[config.mk]
export PLATFORM = sky130hd
export DESIGN_NAME = key_entry_buffer
export DESIGN_NICKNAME = d
export VERILOG_FILES = /design/src/rtl/key_entry_buffer.sv
export SDC_FILE = /design/constraint.sdc
export NUM_CORES = 1
export LEC_CHECK = 0
export CAP_MARGIN = 10
export CORE_ASPECT_RATIO = 1.25
export CORE_MARGIN = 5
export CORE_UTILIZATION = 35
export DETAILED_ROUTE_END_ITERATION = 12
export DONT_BUFFER_PORTS = 1
export PLACE_DENSITY = 0.54
export SKIP_LAST_GASP = 1
export SYNTH_ARGS = -nofsm -noshare
export SYNTH_HDL_FRONTEND = slang
export SYNTH_SLANG_ARGS = --single-unit
[constraint.sdc]
create_clock -name clock -period 2.1 [get_ports clock]
set_input_delay 0.525 -clock clock [delete_from_list [all_inputs] [get_ports clock]]
set_output_delay 0.525 -clock clock [all_outputs]
set_load 0.05 [all_outputs]
[src/rtl/key_entry_buffer.sv]
// Keypad entry buffer: shifts BCD key digits in, supports backspace, clear,
// inactivity auto-clear and a range-checked commit into commit_value.
//
// state     | meaning
// ----------+--------------------------------------
// S_EMPTY   | no digits entered (count == 0)
// S_PARTIAL | some digits entered (0 < count < DIGITS)
// S_FULL    | every slot holds a digit (count == DIGITS)
module key_entry_buffer #(
    parameter int DIGITS      = 4,
    parameter int KEY_W       = 4,
    parameter int TIMEOUT_CYC = 0,
    parameter bit CHECK_TIME  = 1,
    localparam int CW         = $clog2(DIGITS + 1)
) (
    input  logic                    clock,
    input  logic                    reset,
    input  logic                    shift,
    input  logic [KEY_W-1:0]        key,
    input  logic                    backspace,
    input  logic                    clear,
    input  logic                    commit,
    output logic [DIGITS*KEY_W-1:0] key_buffer,
    output logic [CW-1:0]           count,
    output logic                    full,
    output logic [DIGITS*KEY_W-1:0] commit_value,
    output logic                    commit_ok,
    output logic                    commit_err,
    output logic                    timeout
);

    localparam int BW = DIGITS * KEY_W;
    localparam int IW = (TIMEOUT_CYC > 0) ? $clog2(TIMEOUT_CYC + 1) : 1;
    localparam logic [IW-1:0] IDLE_MAX = IW'(TIMEOUT_CYC);

    typedef enum logic [1:0] {
        S_EMPTY,
        S_PARTIAL,
        S_FULL
    } state_t;

    state_t          state, state_nxt;
    logic [BW-1:0]   entry_q, entry_nxt;
    logic [CW-1:0]   cnt_q, cnt_nxt;
    logic [BW-1:0]   cv_q, cv_nxt;
    logic [IW-1:0]   idle_q, idle_nxt;
    logic            ok_q, ok_nxt;
    logic            err_q, err_nxt;
    logic            tmo_q, tmo_nxt;
    logic            time_ok;
    logic            key_valid;
    logic            tmo_hit;
    logic            accepted;

    // Digit 3 = ms_hr, 2 = ls_hr, 1 = ms_min, 0 = ls_min.
    if (CHECK_TIME && DIGITS >= 4) begin : g_time_check
        logic [KEY_W-1:0] ms_hr;
        logic [KEY_W-1:0] ls_hr;
        logic [KEY_W-1:0] ms_min;
        assign ms_hr   = entry_q[3*KEY_W +: KEY_W];
        assign ls_hr   = entry_q[2*KEY_W +: KEY_W];
        assign ms_min  = entry_q[1*KEY_W +: KEY_W];
        assign time_ok = (32'(ms_hr) <= 32'd2) && (32'(ms_min) <= 32'd5)
                         && ((32'(ms_hr) != 32'd2) || (32'(ls_hr) <= 32'd3));
    end else begin : g_no_time_check
        assign time_ok = 1'b1;
    end

    // Fires on the increment that would bring the idle count to TIMEOUT_CYC-1.
    if (TIMEOUT_CYC > 0) begin : g_timeout
        assign tmo_hit = (32'(idle_q) + 32'd2) >= 32'(TIMEOUT_CYC);
    end else begin : g_no_timeout
        assign tmo_hit = 1'b0;
    end

    assign key_valid = 32'(key) <= 32'd9;

    always_comb begin
        entry_nxt = entry_q;
        cnt_nxt   = cnt_q;
        cv_nxt    = cv_q;
        idle_nxt  = idle_q;
        ok_nxt    = 1'b0;
        err_nxt   = 1'b0;
        tmo_nxt   = 1'b0;
        accepted  = 1'b1;
        state_nxt = state;

        if (clear) begin
            entry_nxt = '0;
            cnt_nxt   = '0;
        end else if (commit) begin
            if (cnt_q == CW'(DIGITS) && time_ok) begin
                cv_nxt    = entry_q;
                ok_nxt    = 1'b1;
                entry_nxt = '0;
                cnt_nxt   = '0;
            end else begin
                err_nxt = 1'b1;
            end
        end else if (backspace) begin
            if (cnt_q != '0) begin
                entry_nxt = {{KEY_W{1'b0}}, entry_q[BW-1:KEY_W]};
                cnt_nxt   = cnt_q - CW'(1);
            end
        end else if (shift && key_valid) begin
            entry_nxt = {entry_q[BW-KEY_W-1:0], key};
            if (cnt_q != CW'(DIGITS)) begin
                cnt_nxt = cnt_q + CW'(1);
            end
        end else begin
            accepted = 1'b0;
        end

        if (accepted || state == S_EMPTY) begin
            idle_nxt = '0;
        end else if (tmo_hit) begin
            entry_nxt = '0;
            cnt_nxt   = '0;
            tmo_nxt   = 1'b1;
            idle_nxt  = '0;
        end else if (idle_q != IDLE_MAX) begin
            idle_nxt = idle_q + IW'(1);
        end

        if (cnt_nxt == '0) begin
            state_nxt = S_EMPTY;
        end else if (cnt_nxt == CW'(DIGITS)) begin
            state_nxt = S_FULL;
        end else begin
            state_nxt = S_PARTIAL;
        end
    end

    always_ff @(posedge clock) begin
        if (reset) begin
            state   <= S_EMPTY;
            entry_q <= '0;
            cnt_q   <= '0;
            cv_q    <= '0;
            idle_q  <= '0;
            ok_q    <= 1'b0;
            err_q   <= 1'b0;
            tmo_q   <= 1'b0;
        end else begin
            state   <= state_nxt;
            entry_q <= entry_nxt;
            cnt_q   <= cnt_nxt;
            cv_q    <= cv_nxt;
            idle_q  <= idle_nxt;
            ok_q    <= ok_nxt;
            err_q   <= err_nxt;
            tmo_q   <= tmo_nxt;
        end
    end

    assign key_buffer   = entry_q;
    assign count        = cnt_q;
    assign full         = (state == S_FULL);
    assign commit_value = cv_q;
    assign commit_ok    = ok_q;
    assign commit_err   = err_q;
    assign timeout      = tmo_q;

endmodule

* Yosys cells after proc, flatten, opt, wreduce, memory -nomap -nowiden *
Cells that the tools add are included.

storage, ports and cells
  logic and storage cells = 49
  output and inout bits = 39
  input port bits = 10
  bits in registers = 39

operators by class
  bitwise operators = 2
  muxes and demuxes = 15
  equality and inequality tests = 7
  $add $sub $neg = 2
  magnitude comparators = 4
  reduce and logical (&&, ||, !) cells = 13

operator list
  cell                                                    number
  2-to-1 mux 16 bit                                       5
  2-to-1 mux 3 bit                                        7
  <= comparator 4 x 2 -> 1 bit (second input constant)    2
  equality test 3 bit (second input constant)             2
  AND reduction 3 bit                                     2
  nonzero test 3 bit                                      2
  <= comparator 4 x 3 -> 1 bit (second input constant)    1
  <= comparator 4 bit (second input constant)             1
  logical AND 1 bit                                       4
  inequality test 4 x 2 -> 1 bit (second input constant)  1
  OR reduction 2 bit                                      2
  adder 3 x 1 -> 3 bit (second input constant)            1
  zero test 3 bit                                         1
  inequality test 3 x 1 -> 1 bit (second input constant)  1
  inequality test 3 bit (second input constant)           1
  OR reduction 3 bit                                      1
  subtractor 3 x 1 -> 3 bit (second input constant)       1
  equality test 2 bit (second input constant)             1
  2-to-1 mux 1 bit                                        2
  2-to-1 mux 2 bit                                        1
  inequality test 2 x 1 -> 1 bit (second input constant)  1
  inverter 1 bit                                          2
  logical OR 1 bit                                        1

* Logic depth before layout (Yosys ltp) *
  depth in word-level cells = 9
  mapped depth = 8
  depth with buffers taken out = 6

* Worst setup path after synthesis *
No wires, ideal clock.

  path kind = register -> register
  start = reg cnt_q[0], in the netlist count[0]
  end = reg cv_q[11], in the netlist commit_value[11]
  stages on the path, launching flop included = 9
  data arrival time = 2058 ps
  slack = -30 ps
  buffers on the path = 2
  required time = 2028 ps
  cell sequence = dfxtp_1 inv_1 ha_1 nand2_1 a2111oi_4 nor3b_2 buf_6 buf_12 mux2i_1

between the ends
  cells in the longest elaborated chain, start to end = 3

RTL lines
  element                        line  RTL
  from (decl)                    44    logic [CW-1:0] cnt_q, cnt_nxt;
  from (signal assigned)         148   cnt_q <= cnt_nxt;
  equality test 3 bit            93    if (cnt_q == CW'(DIGITS) && time_ok) begin
  logical AND 1 bit              93
  AND reduction 3 bit (no line)  n/a
  to (signal assigned)           149   cv_q <= cv_nxt;
  to (decl)                      45    logic [BW-1:0] cv_q, cv_nxt;

Every way passes these cells.
A chain may end at the register's enable or synchronous reset.

* Worst setup path in the final report *
  start = reg cnt_q[0], in the netlist count[0]
  end = reg cv_q[3], in the netlist commit_value[3]

The elaborated chain is that of the path after synthesis.

==> metrics.md <==
| Metric | Value |
|---|---|
| Root buffer cell | clkbuf_8 |
| Starting Density | 35.38% |
| Switching pwr | around 0.32 mW |
| HP Start | reset |
| Chip width | 75.65 um |
| DP Wirelength | 3.558 mm |
| ANT nets after route | 0 |
| Io pins | 49 |
| Peak Freq | 515.9 MHz |
| Antenna cells | 0 |
| WHS Path Cells | 1 |
| CP arrival | 2160 ps |
| Ys async rst share | 0% |
| Relative slew slack | 57.42% |
| VDD IR max | ~0.34 mV |
| Post-synth top area share | 41.41% |
| Worst r2r src | count[0]$_SDFF_PP0_ |
| Top delay family on crit path | simple AND/OR/NAND/NOR gates |
| Clock power frac | 47.1% |
| Clk_lat worst skew | roughly 300 ps |
| Final max-slew violation count | 0 |
| Vias/cell | around 5.5 |
| Post_cts resized | 0 |
| Row count | 30 |
| R2R depth | 7 |
| CTS Sinks | 39 |
| RSZ-0062 raised after global routing | false |
| Max Cap Viol | 0 |
| Worst slew pin tran | 637.8 ps |
| Status | complete, no violations |
| Comb pwr share | 5.1% |
| Crit-path cells | inv_1, ha_1, nand2_1, a2111oi_4, nor3b_4, buf_12, mux2i_1 |
| Yosys warns | 0 |
| LEAKAGE | 0.7430 nW |
| Area grow syn2layout | 15.40% |
| Total track usage | between 10% and 20% |
| Post-Syn Area | 0.001886 sq mm |
| PnR Total Power | 1.567 mW |
| Final hold vios | 0 |
| Worst path max stage delay | between 400 and 500 ps |
| Number of flops mapped to enable cells by yosys | 0 |
| CP Capture Type | register |
| Worst min-delay path class | input pin to register |
| Worst hold endpoint | commit_value[14]$_SDFFE_PP0P_ |
| 1st-pass router iterations | 4 |
| Syn_area_per_cell | between 9 and 10 sq um |
| Internal power | 1.247 mW |
| Sw Ratio | 20.44% |
| Most common cell after layout, fill and taps aside | dfxtp_1 |
| Synth area leader | dfxtp_1 |
| Synthesis-stage register bit count | 39 |
| CTS tree | built |
| Synth area leaders | dfxtp_1 (41%), nand2b_1 (8.6%), mux2i_1 (8.0%) |
| First-pass GRT wire length | 7.707 mm |
| Setup TNS | 0 ps |
| Most frequent cells in the layout | dfxtp_1 (38), nand2b_1 (26), buf_4 (18), nand2_1 (16), mux2i_1 (15) |
| Final min period | 1939 ps |
| Initial antenna violation count | 0 |
| Hold_buf cts | 0 |
| Synthesized Nets | 214 |
| Via Count | 1515 |
| Die H | 92.06 um |
| Layout cells sized above 1 | ~16% |
| TritonCTS buffer count | 5 |
| DRC violation count after routing | 0 |
| Worst-path clk slew | 80 ps |
| Power per cell area | 720.4 mW/mm^2 |
| Nets | 225 |
| WP data required | roughly 2300 ps |
| Reg area | 782.0 sq um |
| Seq/Total Area, Yosys | around two fifths |
| CTS max path bufs | 2 |
| Mapped Cells | ~200 |
| Number of fill cells | 544 |
| R2r setup slk | 160 ps |
| Post-CTS setup buffer count | 0 |
| Fin Clk Skew | 10.64 ps |
| DRT iter0 DRCs | 119 |
| Core area | 0.005330 sq mm |
| GPL Wtd Cong | 0.7877 |
| Number of global-route vias before repair | 1518 |
| I/O Buffers | 0 |
| Multi-input logic area | about 0.0010 sq mm |
| CP startpoint kind | register |
| Largest net degree at the start of global routing | 32 |
| CTS HTree Levels | 2 |
| CP max FO | 16 |
| Crit path buf inv count | 2 |
| Reg-to-Reg End | commit_value[3]$_SDFFE_PP0P_ |
| Average wire per standard cell | roughly 17 um |
| Post-Route WL | 4.821 mm |
| CP Class | register to register |
| Main flop type after synthesis | dfxtp_1 |
| Synth unique cells | 50 |
| Sequential share of power | 47.8% |
| Die area | 0.006964 sq mm |
| CP max stage cell | a2111oi_4 |
| GRT overflow | 0 |
| Final-report setup violation count | 0 |
| Period utilisation layout | between 90 and 100% |
## layout make-up
type / count / share of cell area, %
Tap cell: 64 / 3.680
Sequential cell: 39 / 35.94
Clock buffer: 6 / 3.335
Multi-Input combinational cell: 142 / 46.29
Timing Repair Buffer: 19 / 7.131
Inverter: 5 / 0.8626
Clock inverter: 2 / 2.760
## Yosys cell counts (2+ instances only)
cell type	n
a21oi_1	4
a22oi_1	12
a32oi_1	2
clkbuf_1	10
dfxtp_1	39
ha_1	3
inv_1	5
mux2i_1	15
nand2_1	16
nand2b_1	26
nand4_1	5
nor2_1	4
nor2b_1	4
nor3b_1	3
nor4bb_1	2
o21ai_0	4
o22ai_1	12
or2_2	2
or3_1	2
## state kept, by name (all words and copies together) (netlist names)
signal	count
commit_value	16
key_buffer	16
count	3
state	2
commit_err	1
commit_ok	1
## kinds of logic after synthesis
| kind of cell | count (synthesis) | synth area share, % |
|---|---|---|
| adders and majority gates | 3 | 1.991 |
| and+or+nand+nor | 75 | 23.76 |
| AOI/OAI and AO/OA | 47 | 18.58 |
| buffers and inverters | 20 | 5.508 |
| other | 1 | 0.1989 |
| DFF | 39 | 41.41 |
| muxes | 16 | 8.560 |
## power by group through the flow
stage	sequential [mW]	clock, mW	combinational [mW]
floorplan	0.770	0	0.0685
CTS	0.750	0.756	0.0805
global route	0.750	0.784	0.0876
finish	0.749	0.738	0.0802
detailed placement	0.767	0	0.0804
global placement	0.767	0	0.0807
## how the worst max path moves through the flow
stage,start,to,slack (ps),cells past startpoint
floorplan,count[1]$_SDFF_PP0_,commit_value[11]$_SDFFE_PP0P_,8,8
CTS,count[0]$_SDFF_PP0_,commit_value[3]$_SDFFE_PP0P_,140,7
finish,count[0]$_SDFF_PP0_,commit_value[3]$_SDFFE_PP0P_,160,7
global placement,count[0]$_SDFF_PP0_,commit_value[3]$_SDFFE_PP0P_,190,7
global route,count[0]$_SDFF_PP0_,commit_value[3]$_SDFFE_PP0P_,6,7
detailed placement,key[1],state[1]$_SDFF_PP0_,150,4
## stage by stage
step                      hold WS [ps]  setup WS, ps  cells  utilization [%]  instance area (sq um)
after floorplan                  672.2         7.677    201                -                   1887
after global placement           604.7         186.7    269            38.33                   2043
after detailed placement         607.8         151.1    269            38.33                   2043
after CTS                        287.4         138.6    277            40.82                   2176
after global routing             281.4         5.828    277            40.82                   2176
final                            296.6         161.5    277            40.82                   2176
## routing by layer
metal / share of wire, % / wire length (um) / up-vias / GRT usage, %
li1: - / - / 745 / -
met1: 40 / 1906 / 719 / 16.48
met2: 50 / 2427 / 44 / 24.14
met3: 8.2 / 393 / 7 / 4.605
met4: 1.9 / 93 / 0 / 5.831
met5: 0 / 0 / - / 0
No activity file was read; power rests on OpenSTA's default activity.
